**src/rtl/bus_region_decoder.sv**
```systemverilog
// Registered CPU address-window decoder with one banked window and a one-hot memory request.
// Optional REQ watchdog and ERR state are built when REGION_TIMEOUT_EN is defined.
module bus_region_decoder #(
    parameter int unsigned ADDR_W         = 20,
    parameter int unsigned NUM_REGIONS    = 4,
    parameter logic [NUM_REGIONS*ADDR_W-1:0] REGION_BASE =
        {20'hD0000, 20'hA0000, 20'hE0000, 20'h80000},
    parameter logic [NUM_REGIONS*ADDR_W-1:0] REGION_MASK = {4{20'hF0000}},
    parameter int unsigned BANK_REGION    = 0,
    parameter int unsigned BANK_W         = 4,
    parameter int unsigned TIMEOUT_CYCLES = 255
) (
    input  logic                   clk,
    input  logic                   reset_n,
    input  logic                   cpu_req,
    input  logic [ADDR_W-1:0]      cpu_addr,
    input  logic                   cpu_we,
    output logic                   cpu_ready,
    output logic                   cpu_err,
    output logic                   busy,
    input  logic                   bank_wr,
    input  logic [BANK_W-1:0]      bank_din,
    input  logic [BANK_W-1:0]      bank_mask,
    output logic [NUM_REGIONS:0]   region_req,
    input  logic [NUM_REGIONS:0]   region_ack,
    output logic [ADDR_W-1:0]      out_addr,
    output logic                   out_we
);

`ifdef REGION_TIMEOUT_EN
    typedef enum logic [2:0] {StIdle, StDecode, StReq, StDone, StErr} state_e;

    localparam int unsigned CntRaw = $clog2(TIMEOUT_CYCLES + 1);
    localparam int unsigned CntW   = (CntRaw < 8) ? 8 : ((CntRaw > 16) ? 16 : CntRaw);

    logic [CntW-1:0] cnt_q;
    logic            err_q;

    assign cpu_err = err_q;
`else
    typedef enum logic [1:0] {StIdle, StDecode, StReq, StDone} state_e;

    logic unused_timeout;

    assign unused_timeout = ^TIMEOUT_CYCLES;
    assign cpu_err        = 1'b0;
`endif

    state_e              state_q;
    logic [ADDR_W-1:0]   addr_q;
    logic [BANK_W-1:0]   bank_q;
    logic [NUM_REGIONS:0] sel;
    logic                hit;
    logic [BANK_W-1:0]   bank_top;
    logic [ADDR_W-1:0]   xlat_addr;

    // Lowest-index matching window wins; no match selects the default (ROM) slot.
    always_comb begin
        sel = '0;
        hit = 1'b0;
        for (int i = 0; i < NUM_REGIONS; i++) begin
            if (!hit && ((addr_q & REGION_MASK[i*ADDR_W +: ADDR_W]) ==
                         (REGION_BASE[i*ADDR_W +: ADDR_W] & REGION_MASK[i*ADDR_W +: ADDR_W]))) begin
                hit    = 1'b1;
                sel[i] = 1'b1;
            end
        end
        if (!hit) begin
            sel[NUM_REGIONS] = 1'b1;
        end
    end

    always_comb begin
        bank_top = (bank_q & bank_mask) | (addr_q[ADDR_W-1 -: BANK_W] & ~bank_mask);
        if (sel[BANK_REGION]) begin
            xlat_addr = {bank_top, addr_q[ADDR_W-BANK_W-1:0]};
        end else if (hit) begin
            xlat_addr = addr_q;
        end else begin
            xlat_addr = {1'b0, addr_q[ADDR_W-2:0]};
        end
    end

    always_ff @(posedge clk) begin
        if (!reset_n) begin
            state_q    <= StIdle;
            addr_q     <= '0;
            bank_q     <= '0;
            cpu_ready  <= 1'b0;
            busy       <= 1'b0;
            region_req <= '0;
            out_addr   <= '0;
            out_we     <= 1'b0;
`ifdef REGION_TIMEOUT_EN
            cnt_q      <= '0;
            err_q      <= 1'b0;
`endif
        end else begin
            cpu_ready <= 1'b0;
`ifdef REGION_TIMEOUT_EN
            err_q     <= 1'b0;
`endif
            if (bank_wr) begin
                bank_q <= bank_din;
            end
            unique case (state_q)
                StIdle: begin
                    // The ready cycle still belongs to the finished access.
                    if (cpu_req && !cpu_ready) begin
                        addr_q  <= cpu_addr;
                        out_we  <= cpu_we;
                        busy    <= 1'b1;
                        state_q <= StDecode;
                    end
                end
                StDecode: begin
                    region_req <= sel;
                    out_addr   <= xlat_addr;
                    state_q    <= StReq;
`ifdef REGION_TIMEOUT_EN
                    cnt_q      <= '0;
`endif
                end
                StReq: begin
                    if (|(region_ack & region_req)) begin
                        region_req <= '0;
                        state_q    <= StDone;
                    end
`ifdef REGION_TIMEOUT_EN
                    else if (cnt_q == CntW'(TIMEOUT_CYCLES - 1)) begin
                        region_req <= '0;
                        state_q    <= StErr;
                    end else begin
                        cnt_q <= cnt_q + 1'b1;
                    end
`endif
                end
                StDone: begin
                    cpu_ready <= 1'b1;
                    busy      <= 1'b0;
                    state_q   <= StIdle;
                end
`ifdef REGION_TIMEOUT_EN
                StErr: begin
                    cpu_ready <= 1'b1;
                    err_q     <= 1'b1;
                    busy      <= 1'b0;
                    state_q   <= StIdle;
                end
`endif
                default: state_q <= StIdle;
            endcase
        end
    end

endmodule

```
**config.mk**
```make
export PLATFORM = sky130hd
export DESIGN_NAME = bus_region_decoder
export DESIGN_NICKNAME = d
export VERILOG_FILES = /design/src/rtl/bus_region_decoder.sv
export SDC_FILE = /design/constraint.sdc
export NUM_CORES = 1
export LEC_CHECK = 0
export BUFFER_PORTS_ARGS = -buffer_cell sky130_fd_sc_hd__buf_4
export CORE_ASPECT_RATIO = 0.9
export CORE_MARGIN = 8
export CORE_UTILIZATION = 37
export CTS_CLUSTER_SIZE = 30
export DETAILED_ROUTE_END_ITERATION = 10
export HOLD_SLACK_MARGIN = 0.06
export PLACE_DENSITY = 0.57
export SLEW_MARGIN = 20
export SYNTH_ARGS = -nofsm -noshare
export SYNTH_HDL_FRONTEND = slang
export SYNTH_SLANG_ARGS = --single-unit
export TNS_END_PERCENT = 1
```
**constraint.sdc**
```tcl
create_clock -name clk -period 1.8 [get_ports clk]
set_input_delay 0.36 -clock clk [delete_from_list [all_inputs] [get_ports clk]]
set_output_delay 0.36 -clock clk [all_outputs]
set_load 0.03 [all_outputs]
```
## Word level (Yosys, flattened, before mapping)

Index checks and enable logic that the tools add are counted.

- Eq/ne operators: 9
- Muxes and demuxes: 18
- Bitwise gates (word level): 5
- Reductions and logical operators: 16

Operators by type and width:

| operator | number |
|---|---|
| $mux 20 | 2 |
| $eq 4x4->1 const B | 4 |
| $mux 1 | 10 |
| $pmux 5 s2 | 1 |
| $and 4x4->4 | 2 |
| $pmux 2 s4 | 1 |
| $reduce_and 2->1 | 4 |
| $and 5x5->5 | 1 |
| $mux 5 | 1 |
| $reduce_or 5->1 | 1 |
| $eq 2x2->1 const B | 2 |
| $logic_and 1x1->1 | 4 |
| $logic_not 1->1 | 4 |
| $mux 2 | 2 |
| $ne 2x2->1 const B | 2 |
| $not 4->4 | 1 |
| $or 4x4->4 | 1 |
| $reduce_bool 2->1 | 2 |
| $eq 2x1->1 const B | 1 |
| $logic_not 2->1 | 1 |
| $pmux 1 s2 | 1 |

- Register bits: 54
- Input bits: 38
- Word-level logic and storage cells: 56

## Longest topological paths before layout

Gate-level depths: netlist of run 1.

- Word-level depth: 13
- Mapped depth: 8
- Gate-level depth less buffers: 6

## Least setup slack after synthesis of run 1

Ideal clock, no wire load.

- Kind: register to register
- Start: register state_q[1]
- End: register region_req[4]
- Setup time: 116 ps
- Arrival: 1261 ps
- Setup slack: 423 ps
- Stages on the path, launching flop included: 8
- Path buffers: 2
- Period minus slack after synthesis: 1377 ps
- Path through: dfxtp_1 > inv_1 > ha_1 > buf_6 > nor2_1 > a31o_1 > buf_6 > a31o_2

- Cells in the longest elaborated chain, start to end: 3
- Elaborated cells between the ends (all ways): 6

Ends and longest elaborated chain:

| element | line | text |
|---|---|---|
| start, declared | 49 | `state_e state_q;` |
| start signal, assigned | 86 | `state_q <= StIdle;` |
| start signal, assigned | 113 | `state_q <= StDecode;` |
| start signal, assigned | 119 | `state_q <= StReq;` |
| $eq 2x2->1 / $eq 2x1->1 (equally long branches) | 106 | `unique case (state_q)` |
| $ne 2x2->1 (no line) / $reduce_bool 2->1 (equally long branches) | n/a |  |
| $reduce_and 2->1 (no line) | n/a |  |
| end signal, assigned | 117 | `region_req <= sel;` |
| end, declared | 24 | `output logic [NUM_REGIONS:0] region_req,` |

Several ways; a longest one is shown, not always the timed one.
A chain may end at the register's enable or synchronous reset.

## Worst setup path in the final report of run 1

- Start: register state_q[1]
- End: register region_req[2]

The elaborated chain is that of the path after synthesis.

==> impl_metrics.tcl, run 1 <==
set metrics [dict create \
    synth_seq_cells 54 \
    layout_commonest_cell "buf_4" \
    core_area_um2 5980 \
    antenna_cells 0 \
    drive_gt1_frac 0.274 \
    outcome "complete, no violations" \
    rsz0062_at_grt "no" \
    cp_max_fo 9 \
    rows 27 \
    p_total_mw 3.52 \
    grt_pass1_wl_um 9020 \
    final-max-slew-violation-count 0 \
    hp-class "primary input to flip-flop" \
    syn_inst 235 \
    path_clk_slew_ps 90 \
    yosysSeqAreaShare 0.484 \
    critPathArrivalTime_ps 1770 \
    endpoint_kind "flip-flop" \
    htreeDepth 2 \
    use_met3 0.0447 \
    syn_to_final_growth_pct 28.5 \
    first_pass_iters 4 \
    die_y_um 89.7 \
    design_area_um2 2870 \
    dp_slack_ps 225 \
    drc 0 \
    max_cap_viol_count 0 \
    startpoint_type "flip-flop" \
    cts_tree "done" \
    maxSlewHeadroom 0.661 \
    period_share 0.870 \
    dp_cells 360 \
    cp_data_required_time_ps 2000 \
    cts_sinks 54 \
    antenna_found_initial 0 \
    ys_types 34 \
    yosys_warnings 0 \
    final_cell_mix "69 x buf_4, 54 x dfxtp_1, 44 x nand2_1" \
    peakVddDrop_mv 0.479 \
    start_util 0.374 \
    path_class "flip-flop to flip-flop" \
    final_cells 368 \
    met1_usage 0.150 \
    cts_setup_buffers 0 \
    clock_skew_ps 7.74 \
    tightest_slew_ps 508 \
    ant_nets 0 \
    wirelength_um 5110 \
    syn-num-nets 278 \
    first_global_vias 1878 \
    wl_per_cell_um 13.9 \
    grt_use_total 0.122 \
    hpwl_um 3640 \
    final_core_util 0.480 \
    final_nets 338 \
    hold_buffers 0 \
    gr-total-overflow 0 \
    period_needed_ps 1570 \
    clk_latency_ps 290 \
    dpl-instance-area_um2 2770 \
    syn_avg_cell_area_um2 9.51 \
    fmax_mhz 639 \
    netlist_area_um2 2230 \
    ioPinCount 67 \
    grt_busiest_layer "met2" \
    setup_tns_ps 0 \
    max-clock-path-buffers 2 \
    dieArea_um2 8790 \
    dr_total_vias 1754 \
    die-width_um 97.9 \
    setup_viol 0 \
    timing.final.ws_setup_ps 234 \
    hold_ws_ps 308 \
    grt_max_degree 61 \
    finalHoldViolCount 0 \
    p_per_area_nw_per_um2 1230 \
    use_met2 0.195 \
    root_buffer "clkbuf_8" \
    viasPerCell 4.77 \
    post_cts_resized 0 \
    routabilityCongestion 0.789 \
    drtIter0Drc 63 \
    cts_made_buffers 5 \
    cellLeakagePower_nw 1.20 \
    portBuffers 65 \
]
[where the power goes]
group / switching (mW) / internal (mW) / total [mW]
clock: 0.368 / 0.417 / 0.784
combinational: 0.685 / 0.516 / 1.20
sequential: 0.139 / 1.40 / 1.53
[per-layer routing]
layer	share of wire	routed length (um)
met3	0.063	322
met4	0.0057	29
met1	0.47	2390
met2	0.46	2360
met5	0	0
[final cells by class]
| cell class | instances | area [um^2] |
|---|---|---|
| Clock buffer | 7 | 76.3 |
| Inverter | 5 | 18.8 |
| Multi-Input combinational cell | 159 | 1040 |
| Clock inverter | 1 | 30.0 |
| Sequential cell | 54 | 1080 |
| Fill cell | 590 | 3110 |
| Timing Repair Buffer | 70 | 538 |
| Tap cell | 72 | 90.1 |
[flip-flops by register name, summed over array words and instances (netlist names)]
name and count:
addr_q 20, bank_q 4, busy 1, cpu_ready 1, out_addr 20, out_we 1
region_req 5, state_q 2
[cells in the mapped netlist]
cell,number,share of area
nor3_1,2,0.0045
and2b_1,1,0.0034
mux2i_1,20,0.090
conb_1,1,0.0017
and2_1,3,0.0084
nand4_1,1,0.0028
ha_1,5,0.028
buf_4,4,0.013
o311a_1,1,0.0045
a21oi_1,5,0.011
buf_6,2,0.010
nand2_1,44,0.074
xnor2_1,1,0.0039
o31ai_1,2,0.0067
nand3b_1,2,0.0067
o41ai_2,2,0.015
o221a_2,1,0.0050
a31oi_1,3,0.0084
and3_2,1,0.0034
o211ai_1,1,0.0034
buf_2,3,0.0067
inv_1,5,0.0084
a21boi_0,18,0.060
nand3_1,7,0.016
o21ai_0,6,0.013
dfxtp_1,54,0.48
a31o_1,1,0.0039
a222oi_1,1,0.0045
clkbuf_1,8,0.013
a31o_2,1,0.0039
a22oi_1,1,0.0034
nor2b_1,24,0.067
nor2_1,1,0.0017
a21boi_1,3,0.010
[worst paths after layout]
kind / startpoint / endpoint / slack, ps / depth (start not counted)
min: cpu_addr[13] / addr_q[13]$_SDFFE_PN0P_ / 310 / 3
max: state_q[1]$_SDFFE_PN0P_ / region_req[2]$_SDFFE_PN0P_ / 230 / 5
min reg2reg: addr_q[11]$_SDFFE_PN0P_ / addr_q[11]$_SDFFE_PN0P_ / 460 / 2
max reg2reg: state_q[1]$_SDFFE_PN0P_ / region_req[2]$_SDFFE_PN0P_ / 230 / 5
[critical path, cell delays in order (launching register included)]
cell     delay (ps)
dfxtp_1         340
inv_1           110
ha_1            350
nor2_1           80
a31o_1          300
o41ai_2         300
[kinds of logic after synthesis]
logic type	after synthesis	synth area share
xor+xnor	1	0.00392
mux	20	0.0896
flops	54	0.484
simple gates	86	0.188
other cells	1	0.00168
compound gates	46	0.153
buf+inv	22	0.0521
fa+ha+maj	5	0.0280
Power figures use the tool's default switching activity.
==> run 2, diff against run 1 <==
--- a/config.mk
+++ b/config.mk
@@ -9,8 +9,10 @@
 export CORE_ASPECT_RATIO = 0.9
 export CORE_MARGIN = 8
 export CORE_UTILIZATION = 37
+export CTS_BUF_LIST = sky130_fd_sc_hd__clkbuf_8
 export CTS_CLUSTER_SIZE = 30
 export DETAILED_ROUTE_END_ITERATION = 10
+export GPL_TIMING_DRIVEN = 1
 export HOLD_SLACK_MARGIN = 0.06
 export PLACE_DENSITY = 0.57
 export SLEW_MARGIN = 20
==> impl_metrics.tcl, run 2 (synthesized netlist as in run 1, its figures left out) <==
set metrics [dict create \
    rrSetupSlack_ps 230 \
    hp-class "primary input to flip-flop" \
    cts_setup_buffers 0 \
    setup_viol 0 \
    max_cap_viol_count 0 \
    seq_power_share 0.438 \
    start_util 0.374 \
    path_cells "inv_1 > ha_1 > nor2_1 > a31o_1 > o41ai_2" \
    hpwl_um 3640 \
    clk_latency_ps 290 \
    viasPerCell 4.75 \
    cts_sinks 54 \
    maxSlewHeadroom 0.658 \
    cp_max_fo 9 \
    cellLeakagePower_nw 1.21 \
    cp_top_family "compound AO/OA/AOI/OAI gates" \
    first_global_vias 1881 \
    fill_cells 590 \
    setup_tns_ps 0 \
    grt_busiest_layer "met2" \
    period_share 0.871 \
    ant_nets 0 \
    core_area_um2 5980 \
    path_clk_slew_ps 90 \
    wirelength_um 5100 \
    peakVddDrop_mv 0.479 \
    max-clock-path-buffers 2 \
    layout_commonest_cell "buf_4" \
    worstReg2RegStart "state_q[1]$_SDFFE_PN0P_" \
    final-max-slew-violation-count 0 \
    drc 0 \
    critPathArrivalTime_ps 1770 \
    crit_path_top_delay_cell "ha_1" \
    fmax_mhz 638 \
    cp_data_required_time_ps 2000 \
    path_class "flip-flop to flip-flop" \
    critPathLaunch "state_q[1]$_SDFFE_PN0P_" \
    combPwrFrac 0.343 \
    cpPeakStageDelay_ps 350 \
    first_pass_iters 4 \
    met1_usage 0.150 \
    final_nets 338 \
    syn_to_final_growth_pct 28.5 \
    startpoint_type "flip-flop" \
    drive_gt1_frac 0.274 \
    outcome "complete, no violations" \
    root_buffer "clkbuf_8" \
    use_met3 0.0447 \
    use_met2 0.195 \
    p_total_mw 3.51 \
    ioPinCount 67 \
    portBuffers 65 \
    die-width_um 97.9 \
    wl_per_cell_um 13.9 \
    grt_max_degree 61 \
    hold_buffers 0 \
    p_int_mw 2.32 \
    rsz0062_at_grt "no" \
    clock_skew_ps 7.80 \
    largestRegisters "addr_q (20), out_addr (20), region_req (5)" \
    tightest_slew_ps 514 \
    gr-total-overflow 0 \
    antenna_cells 0 \
    cts_made_buffers 5 \
    path_buf_inv 1 \
    endpoint_kind "flip-flop" \
    rows 27 \
    antenna_found_initial 0 \
    dieArea_um2 8790 \
    drtIter0Drc 63 \
    routabilityCongestion 0.789 \
    cts_tree "done" \
    final_cell_mix "69 x buf_4, 54 x dfxtp_1, 44 x nand2_1" \
    post_cts_resized 0 \
    htreeDepth 2 \
    min-delay-start "cpu_addr[13]" \
    switchingPower_mw 1.19 \
    dr_total_vias 1747 \
    finalHoldViolCount 0 \
    clkPwrFrac 0.220 \
    grt_pass1_wl_um 9020 \
    swShare 0.339 \
    die_y_um 89.7 \
    period_needed_ps 1570 \
    p_per_area_nw_per_um2 1220 \
    grt_use_total 0.122 \
]
## run 2: per-stage QoR
step                      instances  hold WS (ps)   util  instance area (um^2)  setup WS (ps)
after floorplan                 235           435      -                  2230            423
after global placement          360           443  0.462                  2770            285
after detailed placement        360           446  0.462                  2770            225
after CTS                       368           297  0.480                  2870            222
after global routing            368           292  0.480                  2870            120
final                           368           308  0.480                  2870            232
## run 2: power groups by stage
stage	Clock, mW	Sequential, mW	Combinational, mW
2_1_floorplan	0	1.70	0.691
3_3_place_gp	0	1.56	1.21
3_5_place_dp	0	1.56	1.22
4_1_cts	0.805	1.54	1.23
5_1_grt	0.863	1.57	1.33
6_report	0.770	1.53	1.20
## run 2: final timing paths
path / endpoint / cells past startpoint
min: addr_q[13]$_SDFFE_PN0P_ / 3
max: region_req[2]$_SDFFE_PN0P_ / 5
min reg2reg: addr_q[11]$_SDFFE_PN0P_ / 2
max reg2reg: region_req[2]$_SDFFE_PN0P_ / 5
## run 2: cell type report
class                   count  area (um^2)  area share
clock buffers               5         68.8      0.0240
clock inverters             3         37.5      0.0131
inverters                   5         18.8     0.00654
multi-input cells         159         1040       0.361
flip-flops and latches     54         1080       0.376
well taps                  72         90.1      0.0314
repair buffers             70          538       0.187
## run 2: metal layers
| metal | vias to the layer above | routed length, um |
|---|---|---|
| met5 | - | 0 |
| met4 | 0 | 29 |
| met3 | 2 | 322 |
| met2 | 38 | 2330 |
| met1 | 797 | 2420 |
| li1 | 910 | - |
## run 2: tightest hold or removal path, delay by kind of cell
family / cells / cell delay, ps
AO/OA/AOI/OAI: 1 / 50
AND/OR/NAND/NOR: 1 / 50
buffers and inverters: 1 / 110
==> run 3, diff against run 2 <==
--- a/config.mk
+++ b/config.mk
@@ -8,13 +8,13 @@
 export BUFFER_PORTS_ARGS = -buffer_cell sky130_fd_sc_hd__buf_4
 export CORE_ASPECT_RATIO = 0.9
 export CORE_MARGIN = 8
-export CORE_UTILIZATION = 37
+export CORE_UTILIZATION = 30
 export CTS_BUF_LIST = sky130_fd_sc_hd__clkbuf_8
 export CTS_CLUSTER_SIZE = 30
 export DETAILED_ROUTE_END_ITERATION = 10
 export GPL_TIMING_DRIVEN = 1
 export HOLD_SLACK_MARGIN = 0.06
-export PLACE_DENSITY = 0.57
+export PLACE_DENSITY = 0.47
 export SLEW_MARGIN = 20
 export SYNTH_ARGS = -nofsm -noshare
 export SYNTH_HDL_FRONTEND = slang
==> impl_metrics.tcl, run 3 (synthesized netlist as in run 1, its figures left out) <==
set metrics [dict create \
    outcome "complete, no violations" \
    first_pass_iters 4 \
    max_cap_viol_count 0 \
    top_layer "met4" \
    path_clk_slew_ps 110 \
    antenna_found_initial 0 \
    worstReg2RegStart "state_q[0]$_SDFFE_PN0P_" \
    die-width_um 107 \
    rr_worst_depth 5 \
    antenna_cells 0 \
    final-max-slew-violation-count 0 \
    p_total_mw 3.59 \
    cts_sinks 54 \
    first_global_vias 1809 \
    root_buffer "clkbuf_8" \
    ioPinCount 67 \
    die_y_um 97.9 \
    viasPerCell 4.40 \
    drtIter0Drc 45 \
    syn_to_final_growth_pct 30.3 \
    cts_tree "done" \
    largestRegisters "addr_q (20), out_addr (20), region_req (5)" \
    critPathArrivalTime_ps 1660 \
    setup_viol 0 \
    dr_total_vias 1731 \
    gr-total-overflow 0 \
    dr_wl_met2_um 2380 \
    grt_use_total 0.106 \
    endpoint_kind "flip-flop" \
    rows 30 \
    htreeDepth 2 \
    p_per_area_nw_per_um2 1230 \
    finalHoldViolCount 0 \
    period_share 0.809 \
    met1_length_um 2690 \
    start_util 0.302 \
    grt_max_degree 38 \
    drive_gt1_frac 0.283 \
    min_path_cells 3 \
    wirelength_um 5440 \
    core_area_um2 7390 \
    hold_buffers 0 \
    r2r_end "region_req[4]$_SDFFE_PN0P_" \
    startpoint_type "flip-flop" \
    wl_per_cell_um 13.8 \
    dieArea_um2 10500 \
    fmax_mhz 687 \
    hpwl_um 3940 \
    min-delay-start "cpu_addr[12]" \
    period_needed_ps 1460 \
    final_nets 339 \
    rrSetupSlack_ps 340 \
    setup_tns_ps 0 \
    hold_ws_ps 292 \
    drc 0 \
    portBuffers 65 \
    hp-class "primary input to flip-flop" \
    cts_setup_buffers 0 \
    dr_wl_met3_um 312 \
    path_class "flip-flop to flip-flop" \
    post_cts_resized 0 \
    cp_data_required_time_ps 2000 \
    rsz0062_at_grt "no" \
    holdPathEnd "addr_q[12]$_SDFFE_PN0P_" \
    grt_pass1_wl_um 9070 \
    ant_nets 0 \
    max-clock-path-buffers 2 \
    routabilityCongestion 0.654 \
    cellLeakagePower_nw 1.21 \
    cts_made_buffers 5 \
    peakVddDrop_mv 0.471 \
    final_cell_mix "71 x buf_4, 54 x dfxtp_1, 44 x nand2_1" \
    cp_max_fo 9 \
    clk_latency_ps 310 \
    layout_commonest_cell "buf_4" \
    clock_skew_ps 14.1 \
]
run 3: cell types whose count changed in the layout (fill, tap and decap cells not counted), sizes merged:
cell,delta
inv,-1
buf,+1
clkbuf,+1
run 3: through the flow:
step                worst slack (ps)  utilization  instance area, um^2  std cells
floorplan                        423            -                 2230        235
global placement                 255        0.377                 2790        385
detailed placement               203        0.377                 2790        385
CTS                              330        0.394                 2910        393
global route                     257        0.394                 2910        393
finish                           343        0.394                 2910        393
run 3: final cells by class:
type | count | area (um^2)
Inverter | 5 | 18.8
Timing Repair Buffer | 71 | 533
Multi-Input combinational cell | 159 | 1040
Fill cell | 770 | 4480
Clock inverter | 2 | 38.8
Tap cell | 96 | 120
Sequential cell | 54 | 1080
Clock buffer | 6 | 82.6
run 3: report_power, final:
part           total [mW]  leakage [nW]  internal (mW)  switching, mW
registers            1.54         0.441           1.40          0.141
clock network       0.873        0.0618          0.458          0.415
logic                1.18         0.706          0.491          0.689
run 3: routing by layer:
layer,up-vias,global-route usage
met5,-,0
met4,0,0.0357
met3,5,0.0355
met2,42,0.157
met1,771,0.139
li1,913,-
run 3: how the worst max path moves through the flow:
stage,from,end,slack (ps),cells after the start
6_report,state_q[0]$_SDFFE_PN0P_,region_req[4]$_SDFFE_PN0P_,340,5
5_1_grt,state_q[0]$_SDFFE_PN0P_,region_req[0]$_SDFFE_PN0P_,260,6
4_1_cts,state_q[0]$_SDFFE_PN0P_,region_req[4]$_SDFFE_PN0P_,330,5
3_5_place_dp,region_ack[2],region_req[2]$_SDFFE_PN0P_,200,5
3_3_place_gp,region_ack[2],region_req[2]$_SDFFE_PN0P_,260,5
2_1_floorplan,state_q[1]$_SDFFE_PN0P_,region_req[4]$_SDFFE_PN0P_,420,7
run 3: worst max-delay path: stages, from the launching register on:
cell and delay [ps]:
dfxtp_1 340, inv_1 120, ha_1 270, nor2_1 60
a31o_1 290, a31o_2 280
